===== config.mk =====
export PLATFORM = sky130hd
export DESIGN_NAME = fp_unpacker
export DESIGN_NICKNAME = d
export VERILOG_FILES = /design/src/rtl/fp_pkg.sv /design/src/rtl/fp_classify.sv /design/src/rtl/fp_unpacker.sv
export SDC_FILE = /design/constraint.sdc
export NUM_CORES = 1
export LEC_CHECK = 0
export CORE_MARGIN = 8
export CORE_UTILIZATION = 48
export DETAILED_ROUTE_END_ITERATION = 10
export PLACE_DENSITY = 0.87
export SLEW_MARGIN = 25
export SYNTH_ARGS = -nofsm -noshare
export SYNTH_HDL_FRONTEND = slang
export SYNTH_SLANG_ARGS = --single-unit

===== constraint.sdc =====
create_clock -name clk -period 4.99 [get_ports clk]
set_clock_uncertainty 0.05 [all_clocks]
set_input_delay 0.998 -clock clk [delete_from_list [all_inputs] [get_ports clk]]
set_output_delay 0.998 -clock clk [all_outputs]
set_load 0.02 [all_outputs]

===== src/rtl/fp_pkg.sv =====
// Shared constants and enumerations for the FP front-end datapath.
package fp_pkg;

    localparam int unsigned EXP_W  = 8;
    localparam int unsigned FRAC_W = 23;
    localparam int unsigned MANT_W = 24;
    localparam int unsigned UEXP_W = 9;
    localparam int          BIAS   = 127;

    localparam logic [UEXP_W-1:0] UEXP_INF         = UEXP_W'(128);
    localparam logic [UEXP_W-1:0] UEXP_MIN_NORM    = UEXP_W'(-126);
    localparam logic [UEXP_W-1:0] UEXP_DENORM_NORM = UEXP_W'(-127);

    typedef enum logic [1:0] {
        IDLE,
        SHIFT,
        HOLD
    } state_e;

    typedef enum logic [2:0] {
        ZERO,
        DENORM,
        NORMAL,
        INF,
        NAN
    } fp_class_e;

endpackage


===== src/rtl/fp_classify.sv =====
// Combinational decode of a packed IEEE-754 value into class, sign,
// initial mantissa (explicit hidden bit) and unbiased exponent.
module fp_classify #(
    parameter int unsigned EXP_W  = 8,
    parameter int unsigned FRAC_W = 23,
    parameter int          BIAS   = 127
) (
    input  logic [EXP_W+FRAC_W:0]  fp_i,
    output logic                   sign_o,
    output fp_pkg::fp_class_e      cls_o,
    output logic [FRAC_W:0]        mant_o,
    output logic [EXP_W:0]         uexp_o
);
    import fp_pkg::*;

    localparam int unsigned UEXP_W = EXP_W + 1;

    // Exponent assigned to Inf/NaN and the starting exponent of a subnormal.
    localparam logic [UEXP_W-1:0] EXP_SPECIAL = UEXP_W'(BIAS + 1);
    localparam logic [UEXP_W-1:0] EXP_MIN     = UEXP_W'(1 - BIAS);

    logic [EXP_W-1:0]  bexp;
    logic [FRAC_W-1:0] frac;

    assign sign_o = fp_i[EXP_W+FRAC_W];
    assign bexp   = fp_i[FRAC_W +: EXP_W];
    assign frac   = fp_i[FRAC_W-1:0];

    // Classify on the biased exponent field, then on the fraction.
    always_comb begin
        cls_o  = NORMAL;
        mant_o = {1'b1, frac};
        uexp_o = UEXP_W'(bexp) - UEXP_W'(BIAS);
        if (bexp == '0) begin
            if (frac == '0) begin
                cls_o  = ZERO;
                mant_o = '0;
                uexp_o = '0;
            end else begin
                cls_o  = DENORM;
                mant_o = {1'b0, frac};
                uexp_o = EXP_MIN;
            end
        end else if (bexp == '1) begin
            uexp_o = EXP_SPECIAL;
            if (frac == '0) begin
                cls_o  = INF;
                mant_o = '0;
            end else begin
                cls_o  = NAN;
                mant_o = {1'b1, frac};
            end
        end
    end

endmodule


===== src/rtl/fp_unpacker.sv =====
// Unpacks an IEEE-754 operand into sign / signed exponent / explicit-one
// mantissa. Subnormals are renormalised one bit per cycle before the
// result is presented; one operand in flight at a time.
module fp_unpacker #(
    parameter int unsigned EXP_W  = fp_pkg::EXP_W,
    parameter int unsigned FRAC_W = fp_pkg::FRAC_W,
    parameter int          BIAS   = fp_pkg::BIAS
) (
    input  logic                   clk,
    input  logic                   rst,
    input  logic                   in_valid,
    output logic                   in_ready,
    input  logic [EXP_W+FRAC_W:0]  fp_in,
    output logic                   out_valid,
    input  logic                   out_ready,
    output logic                   sign,
    output logic [FRAC_W:0]        uMantissa,
    output logic [EXP_W:0]         uExp,
    output logic                   is_zero,
    output logic                   is_denorm,
    output logic                   is_inf,
    output logic                   is_nan
);
    import fp_pkg::*;

    localparam int unsigned MANT_W = FRAC_W + 1;
    localparam int unsigned UEXP_W = EXP_W + 1;

    state_e              state_q, state_d;
    logic                sign_q, sign_d;
    logic [MANT_W-1:0]   mant_q, mant_d;
    logic [UEXP_W-1:0]   exp_q, exp_d;
    logic                zero_q, zero_d;
    logic                denorm_q, denorm_d;
    logic                inf_q, inf_d;
    logic                nan_q, nan_d;

    logic                cls_sign;
    fp_class_e           cls;
    logic [MANT_W-1:0]   cls_mant;
    logic [UEXP_W-1:0]   cls_exp;

    fp_classify #(
        .EXP_W  (EXP_W),
        .FRAC_W (FRAC_W),
        .BIAS   (BIAS)
    ) u_classify (
        .fp_i   (fp_in),
        .sign_o (cls_sign),
        .cls_o  (cls),
        .mant_o (cls_mant),
        .uexp_o (cls_exp)
    );

    // Next-state, datapath update and handshake outputs.
    always_comb begin
        state_d   = state_q;
        sign_d    = sign_q;
        mant_d    = mant_q;
        exp_d     = exp_q;
        zero_d    = zero_q;
        denorm_d  = denorm_q;
        inf_d     = inf_q;
        nan_d     = nan_q;
        in_ready  = 1'b0;
        out_valid = 1'b0;
        case (state_q)
            IDLE: begin
                in_ready = 1'b1;
                if (in_valid) begin
                    sign_d   = cls_sign;
                    mant_d   = cls_mant;
                    exp_d    = cls_exp;
                    zero_d   = (cls == ZERO);
                    denorm_d = (cls == DENORM);
                    inf_d    = (cls == INF);
                    nan_d    = (cls == NAN);
                    state_d  = (cls == DENORM) ? SHIFT : HOLD;
                end
            end
            SHIFT: begin
                // Leave as soon as the shifted value carries the hidden bit.
                mant_d = mant_q << 1;
                exp_d  = exp_q - UEXP_W'(1);
                if (mant_d[MANT_W-1]) begin
                    state_d = HOLD;
                end
            end
            HOLD: begin
                out_valid = 1'b1;
                if (out_ready) begin
                    state_d = IDLE;
                end
            end
            default: state_d = IDLE;
        endcase
    end

    // State and result registers; reset discards any partial result.
    always_ff @(posedge clk) begin
        if (rst) begin
            state_q  <= IDLE;
            sign_q   <= 1'b0;
            mant_q   <= '0;
            exp_q    <= '0;
            zero_q   <= 1'b0;
            denorm_q <= 1'b0;
            inf_q    <= 1'b0;
            nan_q    <= 1'b0;
        end else begin
            state_q  <= state_d;
            sign_q   <= sign_d;
            mant_q   <= mant_d;
            exp_q    <= exp_d;
            zero_q   <= zero_d;
            denorm_q <= denorm_d;
            inf_q    <= inf_d;
            nan_q    <= nan_d;
        end
    end

    assign sign      = sign_q;
    assign uMantissa = mant_q;
    assign uExp      = exp_q;
    assign is_zero   = zero_q;
    assign is_denorm = denorm_q;
    assign is_inf    = inf_q;
    assign is_nan    = nan_q;

endmodule


==> results of run 1 <==
-- layer usage --
layer	wire, microns	GRT usage, %
met4	68	5.965
met3	614	8.534
met1	2727	24.56
met5	0	0
met2	3045	30.78
-- where the power goes --
| group | total, mW | internal (mW) | switching [mW] | leakage [nW] |
|---|---|---|---|---|
| logic | 0.212 | 0.105 | 0.107 | 0.663 |
| registers | 0.367 | 0.343 | 0.0246 | 0.331 |
| clock network | 0.267 | 0.148 | 0.119 | 0.0541 |
-- per-stage QoR --
| step | instances | util [%] | hold WS [ns] |
|---|---|---|---|
| floorplan | 251 | - | 0.4735 |
| global placement | 363 | 66.26 | 0.3898 |
| detailed placement | 363 | 66.26 | 0.3999 |
| CTS | 371 | 68.87 | 0.4114 |
| global route | 371 | 69.07 | 0.4533 |
| finish | 371 | 69.07 | 0.4085 |
-- cell usage after synthesis (2+ instances only) --
| cell type | number | share of area [%] |
|---|---|---|
| buf_2 | 2 | 0.48 |
| clkbuf_1 | 10 | 1.8 |
| dfxtp_1 | 40 | 38 |
| a211oi_1 | 3 | 1.1 |
| o21ai_0 | 5 | 1.2 |
| nor3_1 | 25 | 6.0 |
| clkbuf_8 | 2 | 1.3 |
| xnor2_1 | 4 | 1.7 |
| o211ai_1 | 4 | 1.4 |
| nor2_1 | 41 | 7.4 |
| nand2b_1 | 2 | 0.60 |
| xor2_1 | 4 | 1.7 |
| a21oi_1 | 15 | 3.6 |
| o31ai_1 | 2 | 0.72 |
| nor4_1 | 6 | 1.8 |
| nor4_2 | 2 | 1.2 |
| ha_1 | 3 | 1.8 |
| a311oi_1 | 2 | 0.84 |
| inv_1 | 7 | 1.3 |
| nand3_1 | 6 | 1.4 |
| nand4_1 | 2 | 0.60 |
| nand2_1 | 18 | 3.2 |
| a221oi_1 | 22 | 9.2 |
-- worst max-delay path, stage by stage --
cell             delay, ns
clkdlybuf4s50_1       0.52
ha_1                  0.20
nand3_1               0.19
nor3_1                0.46
nor3_2                0.14
a221oi_1              0.32
a211oi_1              0.09
-- cells in the final DEF (no fill, tap or decap), drive strengths merged, types with 5 or more instances in the layout --
cell type / netlist / routed
nand2: 18 / 18
nand3: 6 / 6
nor2: 41 / 41
a21oi: 15 / 15
inv: 7 / 7
o21ai: 7 / 7
clkdlybuf4s50: 0 / 75
dfxtp: 40 / 40
clkbuf: 12 / 5
nor4: 9 / 9
nor3: 26 / 26
a221oi: 22 / 22
-- final timing paths --
check             endpoint  slack (ns)  cells after the start
max                uExp[0]        2.17                      7
min                   sign        0.41                      2
max reg2reg  uMantissa[12]        2.73                      3
min reg2reg           sign        0.41                      2
-- cell families after synthesis --
family,Yosys count
AO/OA/AOI/OAI,63
AND/OR/NAND/NOR,111
XOR/XNOR,8
adder cells (fa/ha/maj),3
multiplexers,1
flip-flops,40
buffers and inverters,25
-- cell type report --
class / instances / area (sq um) / share of cell area [%]
clock buffer: 5 / 68.82 / 2.336
clock inverter: 3 / 42.54 / 1.444
inverter: 8 / 30.03 / 1.020
tap: 52 / 65.06 / 2.209
timing repair buffer: 77 / 765.7 / 26.00
sequential: 40 / 802.0 / 27.23
multi-input combinational: 186 / 1171 / 39.76
-- flip-flops by register name, indices dropped and copies added, names as in the netlist --
register and flops:
is_inf 1, state_q 2, uMantissa 24, is_zero 1
uExp 9, is_nan 1, is_denorm 1, sign 1
==> results.py, run 1 <==
metrics = {
    "run_status": {
        "outcome": "finished clean",
    },
    "floorplan": {
        "initial_core_util_pct": 48.94,
        "die_w_microns": 81.94,
        "io_pins": 76,
        "rows": 24,
        "die_h_microns": 81.94,
        "core_sq_um": 4264,
        "dieArea_sq_um": 6714,
    },
    "place": {
        "gp_congestion": 0.8692,
        "post_dp_cell_area_sq_um": 2825,
        "dpl_worst_slack_ns": 1.847,
        "hpwlAfterDp_microns": 4629,
        "port_buffers": 75,
    },
    "timing": {
        "tightestPinTransition_ns": 0.9730,
        "relSlewSlack_pct": 34.97,
        "setup_tns_ns": 0,
        "drv_slew": 0,
        "period_needed_ns": 2.821,
        "rsz0062_at_grt": "no",
        "post-route-period-util_pct": 56.54,
        "setup_slack_ns": 2.169,
        "final_hold_viol_count": 0,
        "fmax_mhz": 354.5,
        "setup_viol": 0,
    },
    "clocking": {
        "clock_latency_ns": 0.30,
        "cts.hold.buffers_added": 0,
        "cts_resized": 0,
        "cts_root_buf": "clkbuf_8",
        "post_cts_buffers": 0,
        "clock_sinks": 40,
        "cts_tree": "done",
        "numCtsBuffers": 5,
        "clockBufferDepth": 2,
        "clk_pin_slew_ns": 0.08,
        "h-tree-depth": 2,
    },
    "grt": {
        "overflow": 0,
        "grt_pass1_vias": 2135,
        "antenna_found_initial": 0,
        "grt_start_max_net_pins": 41,
        "grt_pass1_wl_microns": 10410,
        "grtUsageTotal_pct": 19.92,
    },
    "setup_path": {
        "cp_max_fo": 5,
        "worst_ep_arrival_time_ns": 2.93,
        "crit_type": "in2reg",
        "end_kind": "flip-flop",
        "startpoint": "fp_in[23]",
        "worstPathRequired_ns": 5.09,
        "r2r_start": "state_q[0]",
        "startpoint_type": "input pin",
    },
    "synth": {
        "synth_warnings": 0,
        "synth-async-reset-ratio_pct": 0,
        "yosys.cell_types.count": 47,
        "synth-simple-area-share_pct": 26.62,
        "synth_cells": 251,
        "synth-seq-area-share_pct": 38.37,
        "ys_ff_latch": 40,
        "synth_top_family_by_area": "simple AND/OR/NAND/NOR gates",
        "synth_adder_area_share_pct": 1.799,
        "syn_area_per_cell_sq_um": 8.315,
        "synth-main-ff-cell": "dfxtp_1",
        "synth_compound_area_share_pct": 23.14,
        "syn_nets": 290,
        "synth-edff-count": 0,
        "synth_mux_area_share_pct": 0.5396,
        "synthXorXnorAreaFrac_pct": 3.357,
        "synth_area_sq_um": 2087,
    },
    "power_and_ir_drop": {
        "powerDensity_nw_per_um2": 287.3,
        "ir_drop_mv": 0.1858,
        "power_mw": 0.8463,
        "p_leak_nw": 1.048,
    },
    "drt": {
        "wl_microns": 6456,
        "vias": 2189,
        "dr.pass1.iters": 4,
        "drc": 0,
        "drt_iter0_drc": 163,
        "avgRoutedWirePerCell_microns": 17.40,
        "post_drt_via_cell_ratio": 5.900,
        "drt.antenna.violating_nets": 0,
    },
    "cells_and_area": {
        "fin_area_sq_um": 2945,
        "layout-drive-gt1-share_pct": 7.524,
        "finalNetCount": 357,
        "synthToLayoutAreaGrowth_pct": 41.13,
        "n_antenna_cell": 0,
        "fillers": 365,
    },
    "worst_hold_path": {
        "min_from": "sign",
        "min_path_type": "reg2reg",
    },
    "flow_run": {
        "max_cap_viol_count": 0,
    },
}
Power figures use the tool's default switching activity.
==> run 2: changes to the inputs <==
- CORE_UTILIZATION: 48 -> 44
- PLACE_DENSITY: 0.87 -> 0.81
- clock period: 4.99 -> 2.8 ns (I/O delays scaled with it)
==> run 2 against run 1 <==
Final area up 0.93%; utilization down 5.3 points; combinational power up 79%; first-iteration DRC count down 13%; routed wire length down 1.3%; sequential power up 78%; worst hold slack better by 0.0026 ns; global-route usage down 2.2 points.
==> results.py, run 2 (same netlist as run 1, synthesis figures left out) <==
metrics = {
    "run_status": {
        "outcome": "finished clean",
    },
    "clocking": {
        "post_cts_buffers": 0,
        "cts_tree": "done",
        "cts_resized": 0,
        "numCtsBuffers": 5,
        "clock_latency_ns": 0.29,
        "clockBufferDepth": 2,
        "cts.hold.buffers_added": 0,
        "h-tree-depth": 2,
        "clock_sinks": 40,
        "cts_root_buf": "clkbuf_8",
        "clk_pin_slew_ns": 0.08,
    },
    "floorplan": {
        "rows": 25,
        "core_sq_um": 4661,
        "io_pins": 76,
        "die_h_microns": 84.87,
        "initial_core_util_pct": 44.78,
        "die_w_microns": 84.87,
        "dieArea_sq_um": 7203,
    },
    "cells_and_area": {
        "multiInputGateArea_sq_um": 1164,
        "layout-drive-gt1-share_pct": 8.333,
        "largest_reg_flops": 24,
        "finalNetCount": 362,
        "seqCellArea_sq_um": 800.8,
        "stdcell_count": 378,
        "n_antenna_cell": 0,
        "final_common_cell": "clkdlybuf4s50_1",
        "synthToLayoutAreaGrowth_pct": 42.45,
        "fin_util_pct": 63.79,
        "fin_area_sq_um": 2973,
        "fillers": 405,
        "final_cell_mix": "clkdlybuf4s50_1, nor2_1, dfxtp_1",
    },
    "worst_hold_path": {
        "min_path_type": "reg2reg",
    },
    "grt": {
        "grt_start_max_net_pins": 31,
        "grtUsageTotal_pct": 17.74,
        "grt_pass1_wl_microns": 10460,
        "overflow": 0,
        "antenna_found_initial": 0,
        "grt_pass1_vias": 2080,
    },
    "setup_path": {
        "worst_ep_arrival_time_ns": 1.71,
        "crit_chain": "clkinv_1 -> nor2_1 -> clkdlybuf4s50_1",
        "max_stage_delay_ns": 0.63,
        "crit_type": "reg2out",
        "cp_max_fo": 7,
        "slowest_stage": "clkdlybuf4s50_1",
        "end_kind": "output port",
        "startpoint_type": "flip-flop",
        "worstPathRequired_ns": 2.19,
    },
    "timing": {
        "relSlewSlack_pct": 64.08,
        "tightestPinTransition_ns": 0.5380,
        "setup_viol": 0,
        "fmax_mhz": 431.6,
        "final_hold_viol_count": 0,
        "rsz0062_at_grt": "no",
        "setup_tns_ns": 0,
        "period_needed_ns": 2.317,
        "drv_slew": 0,
        "post-route-period-util_pct": 82.75,
    },
    "place": {
        "gp_congestion": 0.8250,
        "port_buffers": 75,
        "dp.cells": 370,
        "hpwlAfterDp_microns": 4695,
        "post_dp_cell_area_sq_um": 2865,
    },
    "flow_run": {
        "max_cap_viol_count": 0,
    },
    "power_and_ir_drop": {
        "power_mw": 1.499,
        "p_int_mw": 1.065,
        "p_sw_share_pct": 28.97,
        "ir_drop_mv": 0.2424,
        "p_leak_nw": 1.072,
        "p_seq_share_pct": 43.6,
        "pwr-share-comb_pct": 25.3,
        "power.share.clock_pct": 31.1,
        "p_switching_mw": 0.4343,
        "powerDensity_nw_per_um2": 504.2,
    },
    "drt": {
        "vias": 2168,
        "post_drt_via_cell_ratio": 5.735,
        "dr.pass1.iters": 4,
        "drt_iter0_drc": 141,
        "drt.antenna.violating_nets": 0,
        "avgRoutedWirePerCell_microns": 16.85,
        "drc": 0,
        "wl_microns": 6371,
    },
}
run 2: layout make-up:
class / instances / share of cell area, %
clock inverters: 2 / 1.178
inverters: 8 / 1.010
clock buffers: 6 / 2.441
repair buffers: 82 / 27.02
well taps: 54 / 2.273
multi-input cells: 186 / 39.14
flip-flops and latches: 40 / 26.94
run 2: routing by layer:
metal | track usage [%] | routed length, microns | up-vias
li1 | - | - | 1074
met1 | 23.24 | 2809 | 984
met2 | 25.13 | 2779 | 101
met3 | 8.784 | 723 | 9
met4 | 4.207 | 58 | 0
met5 | 0 | 0 | -
run 2: worst paths after layout:
check | from | end | slack (ns) | cells after the start
hold / removal | sign | sign | 0.41 | 2
setup reg to reg | state_q[0] | uMantissa[8] | 0.74 | 5
setup / recovery | state_q[1] | out_valid | 0.48 | 3
hold reg to reg | sign | sign | 0.41 | 2
run 2: metrics by stage:
step	hold WS, ns	setup slack [ns]
global placement	0.3947	0.3165
floorplan	0.4735	0.9104
detailed placement	0.4006	0.2861
finish	0.4111	0.4831
global route	0.4372	0.3736
CTS	0.4127	0.4796
run 2: power groups by stage:
| stage | Clock, mW | Combinational [mW] | Sequential [mW] |
|---|---|---|---|
| global placement | 0 | 0.373 | 0.664 |
| CTS | 0.471 | 0.381 | 0.652 |
| floorplan | 0 | 0.150 | 0.707 |
| global route | 0.500 | 0.408 | 0.660 |
| detailed placement | 0 | 0.380 | 0.664 |
| finish | 0.466 | 0.379 | 0.653 |
run 2: worst max-delay path, delay by kind of cell, from the launching register on:
| kind | cells | cell delay (ns) |
|---|---|---|
| buf+inv | 2 | 0.86 |
| flops | 1 | 0.40 |
| simple gates | 1 | 0.15 |
==> run 3: changes to the inputs <==
- CORE_UTILIZATION: 44 -> 40
- PLACE_DENSITY: 0.81 -> 0.78
- clock period: 2.8 -> 1.95 ns (I/O delays scaled with it)
==> run 3 against run 2 <==
Sequential power grew 44%; global-route usage shrank 0.58 points; clock-buffer cell count shrank 1; utilization grew 0.32 points; routed wire length grew 5.4%; worst setup slack lost 0.43 ns; critical path depth shrank 2; sequential share of layout area shrank 2.3 points; critical path type unchanged; critical endpoint is now uExp[6].
==> results.py, run 3 (same netlist as run 1, synthesis figures left out) <==
metrics = {
    "run_status": {
        "outcome": "finished clean",
    },
    "cells_and_area": {
        "finalNetCount": 386,
        "final_cell_mix": "clkdlybuf4s50_1, nor2_1, dfxtp_1",
        "n_antenna_cell": 0,
        "synthToLayoutAreaGrowth_pct": 55.88,
        "stdcell_count": 418,
        "largest_reg_flops": 24,
        "layout-drive-gt1-share_pct": 16.95,
        "final_common_cell": "clkdlybuf4s50_1",
    },
    "timing": {
        "setup_slack_ns": 0.05331,
        "post-route-period-util_pct": 97.27,
        "fmax_mhz": 527.2,
        "final_hold_viol_count": 0,
        "tightestPinTransition_ns": 0.3258,
        "relSlewSlack_pct": 78.12,
        "drv_slew": 0,
        "setup_viol": 0,
        "period_needed_ns": 1.897,
    },
    "clocking": {
        "clock_latency_ns": 0.30,
        "h-tree-depth": 2,
        "clockBufferDepth": 2,
        "numCtsBuffers": 5,
        "post_cts_buffers": 0,
        "clk_pin_slew_ns": 0.08,
        "cts_root_buf": "clkbuf_8",
        "clock_sinks": 40,
        "cts_tree": "done",
    },
    "grt": {
        "overflow": 0,
        "grt_pass1_vias": 2290,
        "antenna_found_initial": 0,
        "grtUsageTotal_pct": 17.16,
        "grt_start_max_net_pins": 41,
        "grt_pass1_wl_microns": 10690,
    },
    "place": {
        "hpwlAfterDp_microns": 4893,
        "port_buffers": 75,
        "dp.cells": 410,
        "dpl_worst_slack_ns": -0.2922,
        "gp_congestion": 0.8165,
    },
    "power_and_ir_drop": {
        "powerDensity_nw_per_um2": 679.8,
        "ir_drop_mv": 0.5281,
        "p_leak_nw": 1.226,
        "p_sw_share_pct": 29.36,
        "power.share.clock_pct": 30.9,
        "p_switching_mw": 0.6492,
        "power_mw": 2.211,
        "p_seq_share_pct": 42.5,
        "p_int_mw": 1.562,
        "pwr-share-comb_pct": 26.7,
    },
    "setup_path": {
        "startpoint_type": "flip-flop",
        "critical_path_buf_inv_count": 1,
        "worstPathRequired_ns": 1.51,
        "max_stage_delay_ns": 0.67,
        "crit_chain": "clkdlybuf4s50_1",
        "slowest_stage": "clkdlybuf4s50_1",
        "end_kind": "output port",
        "cp_max_fo": 5,
        "reg2reg_depth": 6,
        "crit_type": "reg2out",
        "cp_top_family": "buffers and inverters",
        "cp.depth": 1,
        "worst_ep_arrival_time_ns": 1.46,
    },
    "drt": {
        "wl_microns": 6713,
        "drc": 0,
        "vias": 2285,
        "drt_iter0_drc": 136,
        "post_drt_via_cell_ratio": 5.467,
        "drt.antenna.violating_nets": 0,
        "dr.pass1.iters": 4,
        "avgRoutedWirePerCell_microns": 16.06,
    },
    "worst_hold_path": {
        "hold_depth": 2,
        "min_path_type": "reg2reg",
    },
    "floorplan": {
        "core_sq_um": 5075,
        "die_w_microns": 88.23,
        "io_pins": 76,
        "rows": 26,
        "die_h_microns": 88.23,
        "dieArea_sq_um": 7785,
        "initial_core_util_pct": 41.12,
    },
    "flow_run": {
        "max_cap_viol_count": 0,
    },
}
==> run 3: routing by layer <==
layer	vias to the layer above	share of wire (%)	track usage [%]	wire length [microns]
met2	77	46	26.48	3062
li1	1122	-	-	-
met3	7	9.7	8.171	654
met4	0	0.94	4.916	63
met1	1079	44	20.65	2933
met5	-	0	0	0
==> run 3: area by class of cell <==
| cell class | count | area (sq um) |
|---|---|---|
| clock buffer | 5 | 68.82 |
| clock inverter | 3 | 42.54 |
| fill | 439 | 1822 |
| inverter | 8 | 30.03 |
| multi-input combinational | 186 | 1195 |
| sequential | 40 | 802.0 |
| tap | 70 | 87.58 |
| timing repair buffer | 106 | 1027 |
==> run 3: through the flow <==
stage | area [sq um] | util, % | setup TNS, ns | hold WS [ns]
3_3_place_gp | 3103 | 61.14 | -2.449 | 0.3913
6_report | 3253 | 64.10 | 0 | 0.4027
3_5_place_dp | 3103 | 61.14 | -3.190 | 0.3948
2_1_floorplan | 2087 | - | 0 | 0.4735
4_1_cts | 3213 | 63.31 | 0 | 0.4056
5_1_grt | 3253 | 64.10 | -0.008441 | 0.4170
==> run 3: path summary, 6_finish.rpt <==
kind                               from       to  slack (ns)
worst min register to register   is_nan   is_nan        0.40
worst min-delay path             is_nan   is_nan        0.40
worst max register to register  uExp[0]  uExp[6]        0.12
worst max-delay path            uExp[6]  uExp[6]        0.05
==> run 3: power by group through the flow <==
stage	combinational (mW)	clock [mW]	sequential (mW)
floorplan	0.215	0	1.01
CTS	0.587	0.694	0.936
finish	0.590	0.682	0.939
global route	0.634	0.724	0.948
detailed placement	0.584	0	0.953
global placement	0.576	0	0.953
==> run 3: repair_timing <==
action,in CTS,in global routing
pin swaps,0,2
gates resized for setup,1,11
hold buffers,0,0
setup endpoints to repair,1,13
